File: src/rtl/out_fifo.sv
// SAP-1 output unit: display register plus a DEPTH-entry first-word fall-through
// queue drained by a valid/ready consumer. All state changes on the falling edge.
module out_fifo #(
    parameter int WIDTH = 8,
    parameter int DEPTH = 4
) (
    input  logic                     CLK,
    input  logic                     CLR,
    input  logic                     nLo,
    input  logic [WIDTH-1:0]         DBUS,
    output logic [WIDTH-1:0]         OBUS,
    output logic [WIDTH-1:0]         ODATA,
    output logic                     OVALID,
    input  logic                     ORDY,
    output logic                     FULL,
    output logic                     EMPTY,
    output logic [$clog2(DEPTH):0]   COUNT,
    output logic                     OVF
);

    localparam int AW = $clog2(DEPTH);
    localparam int CW = AW + 1;

    generate
        if (DEPTH < 2 || (DEPTH & (DEPTH - 1)) != 0) begin : g_bad_depth
            $error("out_fifo: DEPTH must be a power of two and at least 2");
        end
    endgenerate

    logic [WIDTH-1:0] mem [DEPTH];
    logic [AW-1:0]    wptr;
    logic [AW-1:0]    rptr;
    logic [CW-1:0]    count_q;
    logic             load;
    logic             pop;
    logic             push;

    always_comb begin
        load   = !nLo;
        EMPTY  = (count_q == '0);
        FULL   = (count_q == CW'(DEPTH));
        OVALID = !EMPTY;
        COUNT  = count_q;
        pop    = OVALID && ORDY;
        // A simultaneous pop frees the slot, so a full queue still accepts the byte.
        push   = load && (!FULL || pop);
        ODATA  = EMPTY ? '0 : mem[rptr];
    end

    always_ff @(negedge CLK or posedge CLR) begin
        if (CLR) begin
            OBUS    <= '0;
            wptr    <= '0;
            rptr    <= '0;
            count_q <= '0;
            OVF     <= 1'b0;
        end else begin
            if (load) begin
                OBUS <= DBUS;
            end
            if (push) begin
                wptr <= wptr + AW'(1);
            end
            if (pop) begin
                rptr <= rptr + AW'(1);
            end
            if (load && !push) begin
                OVF <= 1'b1;
            end
            case ({push, pop})
                2'b10:   count_q <= count_q + CW'(1);
                2'b01:   count_q <= count_q - CW'(1);
                default: count_q <= count_q;
            endcase
        end
    end

    // Storage carries no reset; stale entries are masked by COUNT.
    always_ff @(negedge CLK) begin
        if (push && !CLR) begin
            mem[wptr] <= DBUS;
        end
    end

endmodule

File: config.mk
export PLATFORM = sky130hd
export DESIGN_NAME = out_fifo
export DESIGN_NICKNAME = d
export VERILOG_FILES = /design/src/rtl/out_fifo.sv
export SDC_FILE = /design/constraint.sdc
export NUM_CORES = 1
export LEC_CHECK = 0
export ABC_AREA = 1
export CORE_AREA = 2 2 68 70
export CTS_CLUSTER_SIZE = 14
export DETAILED_ROUTE_END_ITERATION = 8
export DIE_AREA = 0 0 70 72
export DONT_BUFFER_PORTS = 1
export PLACE_DENSITY_LB_ADDON = 0.1
export SLEW_MARGIN = 20
export SYNTH_ARGS = -nofsm -noshare
export SYNTH_HDL_FRONTEND = slang
export SYNTH_SLANG_ARGS = --single-unit
File: constraint.sdc
create_clock -name CLK -period 3.75 [get_ports CLK]
set_clock_uncertainty 0.1 [all_clocks]
set_input_delay 0.75 -clock CLK [delete_from_list [all_inputs] [get_ports CLK]]
set_output_delay 0.75 -clock CLK [all_outputs]
set_load 0.02 [all_outputs]
==> metrics <==
Worst Hold Endpoint wptr[0]$_DFFE_NP0P_; Yosys warnings 0; Hold Fails Final Rpt 0; Placed Instances 257; TritonCTS Sinks 48; Worst slew margin 0.8402; Clock Latency Late Sink 0.30 ns; share of cells above drive strength 1 0.3546; GRT Util Overall 0.2052; DR WL met3 274 um; wire length of the first global-routing pass 7935 um; Reg clk slew, reported paths 0.06 ns; I/O pin total 35; total number of vias 1520; most common cell after layout, fill and taps aside inv_1; Setup Viol. Count Final 11; CP Launch Type flip-flop; Post-synth EDFFs 32; Cell Area, Synth 2078 um2; H-tree depth 2; critical path type reg2out; CTS Buf Count 5; failing checks setup timing; status finished, violations left; Pre-antenna DRT Iters 4; reg2reg setup slack 1.82 ns; chip width 70 um; GP Congestion 0.7680; R2R Path End COUNT[2]$_DFFE_NP0P_; vias in the first global route 1677; Slew @ Worst Pin 0.2381 ns; RSZ-0062 raised after global routing yes; area leader, netlist edfxtp_1; Synth area leaders edfxtp_1 (46%), dfrtn_1 (19%), nor2_1 (6.9%); most frequent cells in the layout inv_1 (45), edfxtp_1 (32), nand2_1 (28); Max-Cap Viols 0; area of the multi-input gates 802.0 um2; switching power 1.033 mW; final setup TNS -4.135 ns; Reg2Reg Depth 9; Pins Over Slew Limit 0; asr flop ratio synth 0.3333; final worst slack -0.4854 ns; core area 4264 um2; Root Driver clkbuf_8; initial antenna violation count 0; Critical Path Start rptr[0]$_DFFE_NP0P_; Sw Ratio 0.4406; total grt overflow 0; type of the worst min-delay path reg2reg; worst hold path stage count 2; Clk pwr share 0.189; power share of the combinational group 0.494; Synth-to-Final Area Change 36.06%; largest net degree at the start of global routing 18; Worst VDD drop 0.3761 mV; Hold Crit Start wptr[0]$_DFFE_NP0P_; fin cells 303; Filler cells 323; leakage 1.269 nW; PwrDens 829.2 nW/um2; DR WL met2 2402 um; Flop pwr share 0.317; met1 WL 1934 um; Routed Antenna Nets 0; Syn Area/Cell 10.94 um2; die footprint 5040 um2; vias per std cell 5.017; Inserted Diodes 0; FF/Latch Area 1361 um2; worst reg2reg path startpoint COUNT[1]$_DFFE_NP0P_; Hold Buf Count CTS 0; std cell rows 24; # DRC 0; maximum fanout along the worst path 4; internal power 1.312 mW; prevailing post-synth register cell edfxtp_1; die height 72 um; Critical Path RT 2.90 ns; Detailed Route Iter0 Violations 119; CTS tree yes; Yosys top cell area share 0.4624; final wirelength 4650 um; PortBufs 0; Routed wire per std cell 15.35 um; worst path arrival time 3.39 ns; clock buffer depth 2; count of state elements after synthesis 48; Post-Synthesis Cells 190; register area share after synthesis 0.6550; nets@finish 267; Worst setup EP type primary output; Net Count, Synth 207; Initial Util 0.4874; Cell variety after synth 23; post-DP HPWL 3002 um; Max Used Layer met4
## logic make-up after synthesis
logic type	synth area share
xor gates and xnor gates	0.01265
and+or+nand+nor	0.1794
AOI/OAI and AO/OA	0.06863
DFF	0.6550
adders and majority gates	0.03372
buffers and inverters	0.05057
## per-stage QoR
stage | power, mW | hold WS, ns | setup WS (ns) | instance area, um2 | utilization
2_1_floorplan | 1.488 | 0.4107 | -0.06893 | 2190 | -
3_3_place_gp | 1.708 | 0.4370 | -0.2568 | 2416 | 0.5666
3_5_place_dp | 1.735 | 0.4542 | -0.3204 | 2416 | 0.5666
4_1_cts | 2.306 | 0.4718 | -0.4691 | 2774 | 0.6505
5_1_grt | 2.524 | 0.5043 | -0.5590 | 2828 | 0.6631
6_report | 2.345 | 0.4613 | -0.4854 | 2828 | 0.6631
## per-layer routing
layer,global-route usage,up-vias
li1,-,745
met1,0.2425,732
met2,0.3503,40
met3,0.07500,3
met4,0.07051,0
met5,0,-
## timing repair
| action | 4_1_cts | 5_1_grt |
|---|---|---|
| gates cloned | 1 | 0 |
| endpoints found under the setup margin | 11 | 12 |
| gates resized for setup | 38 | 18 |
| buffers inserted | 7 | 2 |
| pin swaps | 12 | 17 |
## flip-flops by register name, indices dropped and copies added (netlist names)
signal  cells
wptr        2
OBUS        8
COUNT       3
OVF         1
rptr        2
mem        32
## critical path: stages (launching register included)
cell and delay (ns):
dfrtn_1 0.50, buf_6 0.13, buf_4 0.10, nor2_1 0.03
nor2_1 0.12, o21ai_2 0.09, a21oi_4 0.22
## power groups by stage
stage	Sequential [mW]	Clock [mW]	Combinational [mW]
after detailed placement	0.753	0.0528	0.930
after global routing	0.754	0.508	1.26
final	0.743	0.443	1.16
after floorplan	0.750	0.0528	0.685
after CTS	0.741	0.449	1.12
after global placement	0.748	0.0528	0.907
## how the worst max path moves through the flow
stage          slack [ns]        to  cells past startpoint
5_1_grt             -0.56  ODATA[7]                      6
4_1_cts             -0.47  ODATA[6]                      6
3_5_place_dp        -0.32  ODATA[4]                      3
3_3_place_gp        -0.26  ODATA[4]                      3
2_1_floorplan       -0.07  ODATA[0]                      4
6_report            -0.49  ODATA[4]                      6
## final cells by class
cell class                 instances  area share
clock buffer                       5     0.02434
clock inverter                    35     0.04823
inverter                          18     0.03407
multi-input combinational        117      0.2836
sequential                        48      0.4814
tap                               52     0.02301
timing repair buffer              27      0.1022
timing repair inverter             1    0.003097
## cell usage after synthesis (2+ instances only)
cell type   n
nand2_1    29
buf_2       3
xor2_1      3
edfxtp_1   32
inv_1      16
nand3_1     2
o21ai_0     6
nand3_2     3
o21ai_1    11
buf_4       2
nand4_1     2
nor2_1     38
inv_2       3
nand2_4     4
a21oi_1    10
dfrtn_1    16
ha_1        4
Power figures use the tool's default switching activity.
==> edit: new RTL, config.mk and constraints unchanged <==
Set the parameter `WIDTH` to 10 (it was 8).
--- a/src/rtl/out_fifo.sv
+++ b/src/rtl/out_fifo.sv
@@ -3,3 +3,3 @@
 module out_fifo #(
-    parameter int WIDTH = 8,
+    parameter int WIDTH = 10,
     parameter int DEPTH = 4
Ports: changed (resized DBUS, OBUS and ODATA); port bits go from 35 to 41. The function was not compared with the original's and may differ.
==> edit against the original RTL <==
The run still ends with setup timing left. Wire length up 20%. First-iteration DRC count grew 3.4%. Largest cell class unchanged. Highest routed layer unchanged. Design area up 16%. Power grew 25%. Setup slack improved by 0.018 ns. Sequential cell count rose by 10. Area after synthesis increased by 18%. Via count up 17%.
==> edit: results (changes against the original RTL) <==
[cts]
clk_pin_slew_worst_paths_ns=0.05
h-tree-depth=3  ; +1
cts-root-to-sink-buffers=2  ; unchanged
clock_latency_ns=0.33  ; +0.03 ns
clk_root_buffer_cell=sky130_fd_sc_hd__clkbuf_8
tritoncts.num_buffers=9  ; +4

[layout]
final_nets=302  ; +13%
largest_reg_flops=40  ; +25%
filler_cell_count=279  ; -14%
layout-drive-gt1-share=0.2569  ; -0.09764

[synthesis]
syn-num-nets=241  ; +16%
post_synth_most_frequent_cells=sky130_fd_sc_hd__nor2_1, sky130_fd_sc_hd__edfxtp_1, sky130_fd_sc_hd__nand2_1
synth-seq-area-share=0.6755  ; +0.02051
synth-edff-count=40  ; +25%
synth-async-reset-ratio=0.3103  ; -0.02299
syn_avg_cell_area_sq_um=11.01  ; +0.68%
synth_area_leaders=sky130_fd_sc_hd__edfxtp_1, sky130_fd_sc_hd__dfrtn_1, sky130_fd_sc_hd__nor2_1
synth_top_flop_cell=sky130_fd_sc_hd__edfxtp_1
yosys.cell_types.count=23  ; unchanged
ys.warnings.count=0  ; unchanged

[timing]
finalSetupViolCount=13  ; +2
tightest_slew_ns=0.3709  ; +0.1327 ns
postLayoutSetupSlackWorst_ns=-0.4672  ; +0.01820 ns

[placed_design]
post_detail_place_hpwl_um=3436  ; +14%
port_buffers=0  ; unchanged
pre_cts_ws_ns=-0.1591  ; +0.1613 ns
dpl.cell_count=281  ; +9.3%
gp_congestion=0.8355  ; +8.8%

[global_routing]
grt_start_max_net_pins=22  ; +4
grt_usage=0.2441  ; +0.03892
number_of_global_route_vias_before_repair=1901  ; +13%
number_of_antenna_violations_at_the_first_check_in_global_routing=0  ; unchanged
wire_length_of_the_first_global_routing_pass_um=9073  ; +14%

[power_and_ir_drop]
max_vdd_drop_v=0.0005078  ; +35%
static-leakage-power_nw=1.456  ; +15%
total_switching_power_mw=1.192  ; +15%

[detailed_routing]
post_drt_via_cell_ratio=5.224  ; +4.1%
detailroute.via_count=1776  ; +17%
drt-pass1-iter-count=4  ; unchanged
drt-total-wl_um=5590  ; +20%
initialDrtViolationCount=123  ; +3.4%

[critical_path]
cp_data_arrival_time_ns=3.37  ; -0.02 ns
worst_path_max_delay_cell=sky130_fd_sc_hd__dfrtn_1
crit_path_largest_cell_delay_ns=0.47  ; -0.03 ns
crit_path_max_fanout=20  ; +16
r2r_end=mem[0][4]
reg2reg_slack_ns=1.92  ; +0.10 ns
timing.rr.start=COUNT[0]
reg2reg_depth=7  ; -2

[worst_hold_path]
worstHoldEndpoint=wptr[1]
hold_path_depth=2  ; unchanged
hold_path_class=flop to flop
hold_path_startpoint=wptr[1]

[outcome]
failing_checks=setup timing
status=finished, violations left

==> edit: changes by cell type in the layout (fill, tap and decap cells not counted), moves of 6 or more <==
cell / delta
sky130_fd_sc_hd__nor2_1: +21
sky130_fd_sc_hd__nor2_2: -16
sky130_fd_sc_hd__edfxtp_1: +8
sky130_fd_sc_hd__inv_1: +8
sky130_fd_sc_hd__nand2_1: +6
sky130_fd_sc_hd__o21ai_1: +6
==> edit: logic make-up after synthesis <==
family	after synthesis	share of synthesized area
simple gates	95	0.1699
flops	58	0.6755
compound gates	34	0.07063
buf+inv	27	0.04453
fa+ha+maj	5	0.02866
xor+xnor	3	0.01075
==> edit: layout make-up <==
class | count | share of cell area
sequential | 58 | 0.5025
tap | 52 | 0.01979
multi-input combinational | 137 | 0.2653
timing repair buffer | 19 | 0.07156
inverter | 18 | 0.02474
clock buffer | 11 | 0.04644
clock inverter | 45 | 0.06966
==> edit: how the worst max path moves through the flow <==
| stage | startpoint | to |
|---|---|---|
| 2_1_floorplan | COUNT[0] | ODATA[0] |
| 3_3_place_gp | rptr[0] | ODATA[0] |
| 3_5_place_dp | rptr[0] | ODATA[1] |
| 4_1_cts | rptr[0] | ODATA[9] |
| 5_1_grt | rptr[0] | ODATA[9] |
| 6_report | rptr[0] | ODATA[9] |
==> edit: worst reg2reg max path: cells and delay by family, from the launching register on <==
family | cells | cell delay [ns]
AND/OR/NAND/NOR | 6 | 0.82
flip-flops | 1 | 0.46
buffers and inverters | 1 | 0.15
==> edit: timing repair <==
action / CTS / global route
pin swaps: 7 / 2
resized for setup: 28 / 10
buffers inserted: 3 / 3
endpoints found under the setup margin: 13 / 15
==> edit: layer usage <==
| metal | up-vias | global-route usage | wire [um] |
|---|---|---|---|
| li1 | 853 | - | - |
| met1 | 844 | 0.2727 | 2186 |
| met2 | 68 | 0.4190 | 2886 |
| met3 | 11 | 0.08194 | 424 |
| met4 | 0 | 0.1282 | 93 |
| met5 | - | 0 | 0 |
==> edit: metrics by stage <==
step                TNS [ns]  hold WS, ns  area, sq um  power, mW
floorplan             -1.428       0.3980         2609      1.750
global placement      -1.004       0.4258         2796      1.969
detailed placement    -1.366       0.4541         2796      2.006
CTS                   -4.802       0.4703         3247      2.881
global route          -5.692       0.4967         3287      3.093
finish                -4.704       0.4612         3287      2.921
==> edit: power by group through the flow <==
stage / Sequential, mW / Clock (mW) / Combinational (mW)
after floorplan: 0.893 / 0.0655 / 0.792
after global placement: 0.876 / 0.0655 / 1.03
after detailed placement: 0.877 / 0.0655 / 1.06
after CTS: 0.873 / 0.848 / 1.16
after global routing: 0.884 / 0.908 / 1.30
final: 0.875 / 0.835 / 1.21
